[src/rtl/xor_result_collector_pkg.sv]
// Shared result-bus definitions for the XOR stage, its collector and the bench scoreboard.
`default_nettype none

package xor_result_collector_pkg;

  localparam int RES_W = 2;

  typedef logic [RES_W-1:0] res_t;

  localparam res_t RES_ZERO = 2'b00;
  localparam res_t RES_ONE  = 2'b01;

  function automatic logic is_one(input res_t r);
    return (r == RES_ONE);
  endfunction

endpackage

`default_nettype wire

[src/rtl/xrc_fifo.sv]
// Generic show-ahead FIFO: the head entry is presented combinationally, no read latency.
`default_nettype none

module xrc_fifo
  import xor_result_collector_pkg::*;
#(
  parameter int DEPTH = 4,
  parameter int WIDTH = RES_W
) (
  input  logic                     clk,
  input  logic                     rst,
  input  logic                     push,
  input  logic [WIDTH-1:0]         push_data,
  input  logic                     pop,
  output logic [WIDTH-1:0]         head_data,
  output logic [$clog2(DEPTH):0]   level,
  output logic                     full,
  output logic                     empty,
  output logic                     push_ok
);

  localparam int PTR_W = $clog2(DEPTH);
  localparam int LVL_W = PTR_W + 1;

  logic [WIDTH-1:0] mem_q [DEPTH];
  logic [WIDTH-1:0] mem_d [DEPTH];
  logic [PTR_W-1:0] wr_ptr_q, wr_ptr_d;
  logic [PTR_W-1:0] rd_ptr_q, rd_ptr_d;
  logic [LVL_W-1:0] level_q, level_d;
  logic             pop_ok;

  assign full   = (level_q == LVL_W'(DEPTH));
  assign empty  = (level_q == '0);
  assign pop_ok = pop & ~empty;
  // A push into a full FIFO is still accepted when the head leaves in the same cycle.
  assign push_ok = push & (~full | pop_ok);

  assign level     = level_q;
  assign head_data = empty ? '0 : mem_q[rd_ptr_q];

  always_comb begin
    mem_d    = mem_q;
    wr_ptr_d = wr_ptr_q;
    rd_ptr_d = rd_ptr_q;
    if (push_ok) begin
      mem_d[wr_ptr_q] = push_data;
      wr_ptr_d        = wr_ptr_q + PTR_W'(1);
    end
    if (pop_ok) begin
      rd_ptr_d = rd_ptr_q + PTR_W'(1);
    end
    level_d = level_q + LVL_W'(push_ok) - LVL_W'(pop_ok);
  end

  always_ff @(posedge clk or posedge rst) begin
    if (rst) begin
      mem_q    <= '{default: '0};
      wr_ptr_q <= '0;
      rd_ptr_q <= '0;
      level_q  <= '0;
    end else begin
      mem_q    <= mem_d;
      wr_ptr_q <= wr_ptr_d;
      rd_ptr_q <= rd_ptr_d;
      level_q  <= level_d;
    end
  end

endmodule

`default_nettype wire

[src/rtl/xor_result_collector.sv]
// Samples upstream XOR results on a delayed strobe, buffers them, and tracks
// a sticky overflow flag plus a running count of results equal to one.
`default_nettype none

module xor_result_collector
  import xor_result_collector_pkg::*;
#(
  parameter int DEPTH      = 4,
  parameter int SAMPLE_LAG = 1,
  parameter int CNT_W      = 8
) (
  input  logic                   clk,
  input  logic                   rst,
  input  logic                   rd_en_in,
  input  logic [RES_W-1:0]       dout_in,
  output logic                   m_valid,
  input  logic                   m_ready,
  output logic [RES_W-1:0]       m_data,
  output logic [$clog2(DEPTH):0] level,
  output logic                   full,
  output logic                   empty,
  output logic                   overflow,
  input  logic                   clr_ovf,
  output logic [CNT_W-1:0]       ones_cnt
);

  logic             cap;
  logic             pop;
  logic             push_ok;
  logic             drop;
  logic             overflow_q, overflow_d;
  logic [CNT_W-1:0] ones_cnt_q, ones_cnt_d;

  generate
    if (SAMPLE_LAG == 0) begin : g_lag_none
      assign cap = rd_en_in;
    end else begin : g_lag_pipe
      logic [SAMPLE_LAG-1:0] lag_q, lag_d;

      always_comb begin
        lag_d = (lag_q << 1) | SAMPLE_LAG'(rd_en_in);
      end

      always_ff @(posedge clk or posedge rst) begin
        if (rst) begin
          lag_q <= '0;
        end else begin
          lag_q <= lag_d;
        end
      end

      assign cap = lag_q[SAMPLE_LAG-1];
    end
  endgenerate

  assign m_valid = ~empty;
  assign pop     = m_valid & m_ready;

  xrc_fifo #(
    .DEPTH (DEPTH),
    .WIDTH (RES_W)
  ) u_fifo (
    .clk       (clk),
    .rst       (rst),
    .push      (cap),
    .push_data (dout_in),
    .pop       (pop),
    .head_data (m_data),
    .level     (level),
    .full      (full),
    .empty     (empty),
    .push_ok   (push_ok)
  );

  assign drop = cap & ~push_ok;

  // A drop in the same cycle as a clear keeps the flag set.
  always_comb begin
    overflow_d = overflow_q;
    if (drop) begin
      overflow_d = 1'b1;
    end else if (clr_ovf) begin
      overflow_d = 1'b0;
    end
    ones_cnt_d = ones_cnt_q;
    if (push_ok && is_one(dout_in)) begin
      ones_cnt_d = ones_cnt_q + CNT_W'(1);
    end
  end

  always_ff @(posedge clk or posedge rst) begin
    if (rst) begin
      overflow_q <= 1'b0;
      ones_cnt_q <= '0;
    end else begin
      overflow_q <= overflow_d;
      ones_cnt_q <= ones_cnt_d;
    end
  end

  assign overflow = overflow_q;
  assign ones_cnt = ones_cnt_q;

endmodule

`default_nettype wire

[config.mk]
export PLATFORM = sky130hd
export DESIGN_NAME = xor_result_collector
export DESIGN_NICKNAME = d
export VERILOG_FILES = /design/src/rtl/xor_result_collector_pkg.sv /design/src/rtl/xrc_fifo.sv /design/src/rtl/xor_result_collector.sv
export SDC_FILE = /design/constraint.sdc
export NUM_CORES = 1
export LEC_CHECK = 0
export BUFFER_PORTS_ARGS = -buffer_cell sky130_fd_sc_hd__buf_2
export CORE_MARGIN = 2
export CORE_UTILIZATION = 55
export DETAILED_ROUTE_END_ITERATION = 16
export PLACE_DENSITY = 0.77
export SYNTH_ARGS = -nofsm -noshare
export SYNTH_HDL_FRONTEND = slang
export SYNTH_SLANG_ARGS = --single-unit
export TNS_END_PERCENT = 10
[constraint.sdc]
create_clock -name clk -period 3.7 [get_ports clk]
set_input_delay 0.37 -clock clk [delete_from_list [all_inputs] [get_ports clk]]
set_output_delay 0.37 -clock clk [all_outputs]
set_load 0.005 [all_outputs]
After elaboration in Yosys (flattened, before gate mapping). Index checks and enable logic that the tools add are counted.

Add/subtract/negate cells: 5. Eq/ne operators: 2. Reduce and logical (&&, ||, !) cells: 4. Muxes and demuxes: 9. Bitwise logic cells: 10. Order comparisons: 3.

Operator list (count): $add A8 B1 Y8 const B (1); $bwmux W8 (1); $mux W2 (4); $ge A3 B3 Y1 const B (2); $not A2 Y3 (2); $add A2 B1 Y2 const B (2); $and A1 B1 Y1 (4); $bmux W2 S2 (1); $demux W2 S2 (1); $add A3 B1 Y3 (1); $eq A3 B3 Y1 const B (1); $logic_not A3 Y1 (1); $lt A3 B1 Y1 const B (1); $not A1 Y1 (3); $sub A3 B1 Y3 (1); $eq A2 B1 Y1 const B (1); $logic_and A1 B1 Y1 (2); $mux W1 (2); $reduce_bool A2 Y1 (1); $or A1 B1 Y1 (1).

Register bits after elaboration: 25. Logic and storage cells: 43. Bits of input ports: 7. Output and inout port bits: 17.

Depth between registers and ports, before layout. Gate-level depths: netlist of the first run.

Depth after elaboration: 9. Gate-level depth with buffers: 9. Mapped depth without buffers: 9.

Modules after synthesis. A second synthesis of the first run with hierarchy kept.

Cells, all modules: 99. Area total of the unflattened synthesis: 1249.9 µm².

Modules (own cells, without submodules): xrc_fifo (instances 1, cells each 61, sequential area each 375.4 µm², area each 789.5 µm²); xor_result_collector (instances 1, cells each 38, sequential area each 250.2 µm², area each 460.4 µm²).

Worst setup path before layout of the first run. OpenSTA, ideal clock, no wires.

Path kind: register -> register. From: reg u_fifo.level_q[2] (netlist: u_fifo.level[2]). To: reg u_fifo.level_q[2] (netlist: u_fifo.level[2]). Clock period less this slack: 2.277 ns. Setup time: 0.125 ns. Buffers on the path: 0. Arrival: 2.152 ns. Cell stages (with the launch flop): 10. Required time: 3.575 ns. Setup slack: 1.423 ns. Path through: dfrtp_1 -> or3_1 -> inv_1 -> nor2_1 -> ha_1 -> inv_1 -> ha_1 -> fa_1 -> xor2_1 -> xnor2_1.

Longest elaborated chain between the ends: 8. Elaborated cells on any way between the ends: 10. Classes of those cells: 2 x add/sub; 1 x eq/ne; 6 x bitwise; 1 x reduce/logical.

RTL lines: from (decl) (RTL line xrc_fifo.sv:29) `logic [LVL_W-1:0] level_q, level_d;`; from (signal assigned) (RTL line xrc_fifo.sv:65) `level_q <= level_d;`; $logic_not A3 Y1 (*) (RTL line xrc_fifo.sv:33) `assign empty = (level_q == '0);`; $not A1 Y1 (*) (RTL line xor_result_collector.sv:56) `assign m_valid = ~empty;`; named net m_valid (RTL line xor_result_collector.sv:16) `output logic m_valid,`; $and A1 B1 Y1 (RTL line xor_result_collector.sv:57) `assign pop = m_valid & m_ready;`; $and A1 B1 Y1 (*) (RTL line xrc_fifo.sv:34) `assign pop_ok = pop & ~empty;`; named net u_fifo.pop_ok (RTL line xrc_fifo.sv:30) `logic pop_ok;`; $or A1 B1 Y1 (RTL line xrc_fifo.sv:36) `assign push_ok = push & (~full | pop_ok);`; $and A1 B1 Y1 (RTL line xrc_fifo.sv:36); $add A3 B1 Y3 (RTL line xrc_fifo.sv:52) `level_d = level_q + LVL_W'(push_ok) - LVL_W'(pop_ok);`; $sub A3 B1 Y3 (*) (RTL line xrc_fifo.sv:52); named net u_fifo.level_d[2] (RTL line xrc_fifo.sv:29).

Mark *: on every way through the listed nets, which the timed path passes. The rest lies on a longest branch. A chain may end at the register's enable or synchronous reset.

Worst setup path after layout of the first run.
From: reg u_fifo.level_q[2] (netlist: u_fifo.level[2]). To: reg u_fifo.level_q[2] (netlist: u_fifo.level[2]).

Longest elaborated chain between the ends: 8. Elaborated cells on any way between the ends: 10. Classes of those cells: 2 x add/sub; 1 x eq/ne; 6 x bitwise; 1 x reduce/logical.

RTL lines (RTL line): $logic_not A3 Y1 (*) (xrc_fifo.sv:33); $not A1 Y1 (*) (xrc_fifo.sv:34, xor_result_collector.sv:56); $and A1 B1 Y1 (xor_result_collector.sv:57); $and A1 B1 Y1 (*) (xrc_fifo.sv:34); named net u_fifo.pop_ok (xrc_fifo.sv:30); $or A1 B1 Y1 (xrc_fifo.sv:36); $and A1 B1 Y1 (xrc_fifo.sv:36); $add A3 B1 Y3 (xrc_fifo.sv:52); $sub A3 B1 Y3 (*) (xrc_fifo.sv:52); named net u_fifo.level_d[2] (xrc_fifo.sv:29).

Marks and branches as above.

==> results.json, run 1 <==
{
  "cts_resized": 0,
  "seq_area_frac_synth_pct": 48.9,
  "drcViolationCount": 0,
  "drive_above_1_share_pct": 35.8,
  "clockBufferDepth": 2,
  "sw_frac_of_total_pct": 34.1,
  "synth.ff_latch_count": 25,
  "fin_util_pct": 65.8,
  "ctsHtreeMaxLevel": 1,
  "overflow": 0,
  "grt.total_usage_pct": 19.5,
  "worst_hold_path_type": "in -> reg",
  "min-delay-start": "rd_en_in",
  "power_density_nw_per_um2": 753,
  "max_slew.worst_pin.slew_ps": 930,
  "n_antenna_cell": 0,
  "syn_nets": 111,
  "hold_end": "cap",
  "tritoncts": "done",
  "rsz0062_at_grt": "no",
  "r2r_slack_ps": 1340,
  "nFillCells": 175,
  "root_buffer": "clkbuf_4",
  "slew_viol_final": 0,
  "num_rows": 17,
  "p_seq_share_pct": 46.6,
  "relSlewSlack_pct": 37.9,
  "postRouteAntennaNets": 0,
  "fmax_mhz": 424,
  "syn_area_sq_um": 1280,
  "syn2layout_area_growth_pct": 13.8,
  "dp_cells": 147,
  "finalSetupTns_ps": 0,
  "drt-total-wl_um": 2260,
  "synth-adder-area-share_pct": 8.41,
  "run_status": "finished clean",
  "initial_core_util_pct": 57.9,
  "reg2regPathDepth": 9,
  "r2r-start": "u_fifo.level[2]",
  "synth_top_family_by_area": "simple AND/OR/NAND/NOR gates",
  "grt_pass1_wl_um": 3850,
  "dp_hpwl_um": 1730,
  "grt_max_degree": 26,
  "hold_viol": 0,
  "internal_power_mw": 0.722,
  "ir_drop_mv": 0.398,
  "clock_latency_ps": 310,
  "synth_xor_area_share_pct": 8.21,
  "power.leakage_nw": 0.756,
  "period_minus_slack_ps": 2360,
  "antenna_found_initial": 0,
  "hold_buffers": 0,
  "cts_buffers": 3,
  "grt_pass1_vias": 815,
  "ioPinCount": 24,
  "p_switching_mw": 0.374,
  "ys_types": 25,
  "finClkSkew_ps": 9.03,
  "yosys_warnings": 0,
  "drv_cap": 0,
  "path_class": "reg -> reg",
  "hold_depth": 1,
  "fin_nets": 139,
  "drt_iter0_drc": 3,
  "gp_congestion": 0.757,
  "numPortBuffers": 23,
  "post_cts_buffers": 0,
  "dieArea_sq_um": 2730,
  "power_frac_clock_pct": 10.6,
  "worstSetupStartpointType": "flip-flop",
  "num_vias": 817,
  "arrival_ps": 2570,
  "core_sq_um": 2210,
  "p_comb_share_pct": 42.8,
  "cts_sinks": 25,
  "drtPass1Iterations": 4,
  "stdcell_count": 151,
  "required_ps": 3910,
  "synth_cells": 96,
  "avgViaCountPerCell": 5.41,
  "end_kind": "flip-flop",
  "die_w_um": 52.2,
  "yosys-mux-area-fraction_pct": 14.7,
  "synth_compound_area_share_pct": 0.782,
  "die_h_um": 52.2,
  "worstReg2RegEnd": "u_fifo.level[2]",
  "clk_pin_slew_worst_paths_ps": 130,
  "fin_crit_sh_pct": 63.8,
  "synth_area_per_cell_sq_um": 13.3,
  "yosys.area_share.simple_pct": 15.8,
  "crit_fanout": 6,
  "finalSetupViolations": 0,
  "wl_per_cell_um": 15.0
}
==> worst max-delay path by stage <==
stage | startpoint | endpoint | slack, ps
2_1_floorplan | u_fifo.level[2] | u_fifo.level[2] | 1420
3_3_place_gp | u_fifo.level[2] | u_fifo.level[2] | 1390
3_5_place_dp | u_fifo.level[2] | u_fifo.level[2] | 1360
4_1_cts | u_fifo.level[2] | u_fifo.level[2] | 1330
5_1_grt | u_fifo.level[2] | u_fifo.level[2] | 1220
6_report | u_fifo.level[2] | u_fifo.level[2] | 1340
==> area by class of cell <==
type	count	area (sq um)	share of cell area, %
timing repair buffer	23	115	7.90
clock buffer	4	26.3	1.80
inverter	11	41.3	2.84
multi-input combinational	60	613	42.1
tap	28	35.0	2.41
sequential	25	626	43.0
==> state kept, by name (all words and copies together) (netlist names) <==
signal / count
cap: 1
ones_cnt: 8
overflow: 1
u_fifo.level: 3
u_fifo.mem_q: 8
u_fifo.rd_ptr_q: 2
u_fifo.wr_ptr_q: 2
==> routing by layer <==
metal / global-route usage (%) / wire (um) / vias up
li1: - / - / 385
met1: 25.8 / 1040 / 412
met2: 33.1 / 1130 / 18
met3: 2.57 / 79 / 2
met4: 6.41 / 16 / 0
met5: 0 / 0 / -
==> cell usage in the layout, fill, tap and decap left out, types with 2 or more instances in the layout <==
cell type   n
mux2_2      2
mux2_4      8
and2_1      2
dfrtp_1    25
ha_1        7
clkbuf_4    3
buf_2      23
nand2_1     3
xnor2_1     3
xor2_1      9
nand3_1     3
inv_1      11
nand3b_1    2
nor4_1      3
nor2_1      2
and3_4      4
mux4_2      2
==> critical path: stages, from the launching register on <==
cell	delay, ps
dfrtp_1	460
or3_1	470
inv_1	100
nor2_1	70
ha_1	270
inv_1	40
ha_1	180
fa_1	370
xor2_1	180
xnor2_1	130
==> power groups by stage <==
| stage | registers [mW] | logic, mW | clock network, mW |
|---|---|---|---|
| after detailed placement | 0.520 | 0.472 | 0 |
| after floorplan | 0.488 | 0.347 | 0 |
| after global placement | 0.511 | 0.460 | 0 |
| after global routing | 0.534 | 0.532 | 0.130 |
| after CTS | 0.514 | 0.477 | 0.122 |
| final | 0.511 | 0.470 | 0.117 |
==> kinds of logic after synthesis <==
family                   count (synthesis)
buffers and inverters                   11
multiplexers                            12
AO/OA/AOI/OAI                            1
XOR/XNOR                                12
flip-flops                              25
AND/OR/NAND/NOR                         27
adder cells (fa/ha/maj)                  8
==> cell usage after synthesis, drive strengths merged <==
cell type  number  area, sq um
nor3b           1         7.51
a32o            1         10.0
mux2           10          143
ha              7         87.6
and3            5         51.3
nand4           1         6.26
nand2           3         11.3
nor4b           2         32.5
or4b            1         13.8
nor3            1         5.00
or3             1         6.26
xor2            9         78.8
fa              1         20.0
mux4            2         45.0
nor4            3         18.8
nand3b          2         15.0
dfrtp          25          626
inv            11         41.3
and2            2         12.5
xnor2           3         26.3
nor2            2         7.51
nand3           3         15.0
==> through the flow <==
stage          instance area (sq um)  hold slack [ps]  power (mW)  worst slack, ps
3_5_place_dp                    1430              451       0.992             1360
3_3_place_gp                    1430              451       0.971             1390
4_1_cts                         1460              158        1.11             1330
2_1_floorplan                   1280              397       0.835             1420
6_report                        1460              167        1.10             1340
5_1_grt                         1460              148        1.20             1220
(Power assumes the default switching activity.)
==> run 2: changes to the inputs <==
--- a/config.mk
+++ b/config.mk
@@ -7,9 +7,9 @@
 export LEC_CHECK = 0
 export BUFFER_PORTS_ARGS = -buffer_cell sky130_fd_sc_hd__buf_2
 export CORE_MARGIN = 2
-export CORE_UTILIZATION = 55
+export CORE_UTILIZATION = 48
 export DETAILED_ROUTE_END_ITERATION = 16
-export PLACE_DENSITY = 0.77
+export PLACE_DENSITY = 0.71
 export SYNTH_ARGS = -nofsm -noshare
 export SYNTH_HDL_FRONTEND = slang
 export SYNTH_SLANG_ARGS = --single-unit
==> constraint.sdc (replaced) <==
create_clock -name clk -period 2.1 [get_ports clk]
set_input_delay 0.21 -clock clk [delete_from_list [all_inputs] [get_ports clk]]
set_output_delay 0.21 -clock clk [all_outputs]
set_load 0.005 [all_outputs]
==> results.json, run 2 (synthesis gave the netlist of run 1 again) <==
{
  "rsz0062_at_grt": "yes",
  "fin_crit_sh_pct": 99.9,
  "final_cell_mix": "25 x dfrtp_1, 23 x buf_2, 10 x inv_1, 10 x buf_4, 9 x xor2_1",
  "relSlewSlack_pct": 72.2,
  "gp_congestion": 0.783,
  "nFillCells": 196,
  "grt_max_degree": 26,
  "end_kind": "flip-flop",
  "r2r_slack_ps": 3,
  "power_density_nw_per_um2": 1310,
  "num_rows": 18,
  "worst_hold_path_type": "in -> reg",
  "overflow": 0,
  "finalSetupViolations": 0,
  "finClkSkew_ps": 5.02,
  "period_minus_slack_ps": 2100,
  "num_vias": 842,
  "postRouteAntennaNets": 0,
  "initial_core_util_pct": 51.2,
  "clockBufferDepth": 2,
  "cts_buffers": 3,
  "path_class": "reg -> reg",
  "run_status": "finished clean",
  "startpoint": "u_fifo.level[0]",
  "drv_cap": 0,
  "max_slew.worst_pin.slew_ps": 415,
  "dp_hpwl_um": 1790,
  "required_ps": 2320,
  "hold_viol": 0,
  "grt.total_usage_pct": 17.4,
  "grt_pass1_vias": 907,
  "wl_per_cell_um": 14.2,
  "crit_path_end": "u_fifo.level[2]",
  "core_sq_um": 2500,
  "drt-total-wl_um": 2340,
  "avgViaCountPerCell": 5.10,
  "fin_nets": 151,
  "crit_fanout": 3,
  "dieArea_sq_um": 3100,
  "fmax_mhz": 477,
  "cts_sinks": 25,
  "arrival_ps": 2320,
  "clk_pin_slew_worst_paths_ps": 130,
  "n_antenna_cell": 0,
  "reg2regPathDepth": 9,
  "die_h_um": 55.6,
  "slew_viol_final": 0,
  "worstSetupStartpointType": "flip-flop",
  "dpl_worst_slack_ps": -29.8,
  "timing.final.ws_setup_ps": 2.70,
  "ioPinCount": 24,
  "clock_latency_ps": 320,
  "drtPass1Iterations": 4,
  "power.leakage_nw": 0.809,
  "drive_above_1_share_pct": 42.2,
  "drt_iter0_drc": 9,
  "worstReg2RegEnd": "u_fifo.level[2]",
  "r2r-start": "u_fifo.level[0]",
  "final_common_cell": "dfrtp_1",
  "ir_drop_mv": 0.786,
  "syn2layout_area_growth_pct": 22.0,
  "root_buffer": "clkbuf_4",
  "hold_depth": 3,
  "antenna_found_initial": 0,
  "grt_pass1_wl_um": 4240,
  "die_w_um": 55.6,
  "tritoncts": "done",
  "whs_ps": 170,
  "numPortBuffers": 23,
  "ctsHtreeMaxLevel": 1,
  "cts_resized": 0,
  "drcViolationCount": 0
}
==> run 2: worst min path at each step <==
stage / startpoint / end / slack (ps)
after floorplan: rst / cap / 240
after global placement: rst / ones_cnt[4] / 270
after detailed placement: rst / ones_cnt[4] / 280
after CTS: clr_ovf / overflow / 160
after global routing: clr_ovf / overflow / 160
final: clr_ovf / overflow / 170
==> run 2: worst max-delay path: stages (launching register included) <==
cell	delay, ps
dfrtp_1	430
or3_4	380
inv_2	60
nor2_1	50
ha_1	270
inv_1	40
ha_1	180
fa_2	330
xor2_1	160
xnor2_1	120
==> run 2: cell type report <==
cell class              instances  area [sq um]  area share, %
flip-flops and latches         25           626           40.1
multi-input cells              60           621           39.7
repair buffers                 35           210           13.5
inverters                      11          41.3           2.64
well taps                      30          37.5           2.40
clock buffers                   4          26.3           1.68
==> run 2: repair_timing <==
item	CTS	global route
hold endpoints to repair	26	0
pin swaps	2	0
setup buffers	1	0
endpoints found under the setup margin	1	1
hold buffers	2	0
==> run 2: stage by stage <==
step                      instances  TNS, ps  total power, mW  cell area (sq um)  utilization (%)
after floorplan                  96    -95.8             1.49               1290                -
after global placement          158        0             1.80               1510             60.3
after detailed placement        158    -29.8             1.84               1510             60.3
after CTS                       165        0             2.07               1560             62.5
after global routing            165    -91.0             2.22               1560             62.5
final                           165        0             2.04               1560             62.5
==> run 2: metal layers <==
layer | GRT usage (%) | part of all wire [%] | up-vias
met5 | 0 | 0 | -
met4 | 4.18 | 1.2 | 0
met3 | 5.12 | 4.7 | 5
met2 | 27.9 | 48 | 21
met1 | 23.4 | 46 | 409
li1 | - | - | 407
==> run 2: where the power goes <==
group          internal (mW)  total [mW]  leakage, nW  switching (mW)
logic                  0.602       0.969        0.488           0.367
clock network         0.0744       0.213       0.0150           0.139
registers              0.682       0.862        0.306           0.180
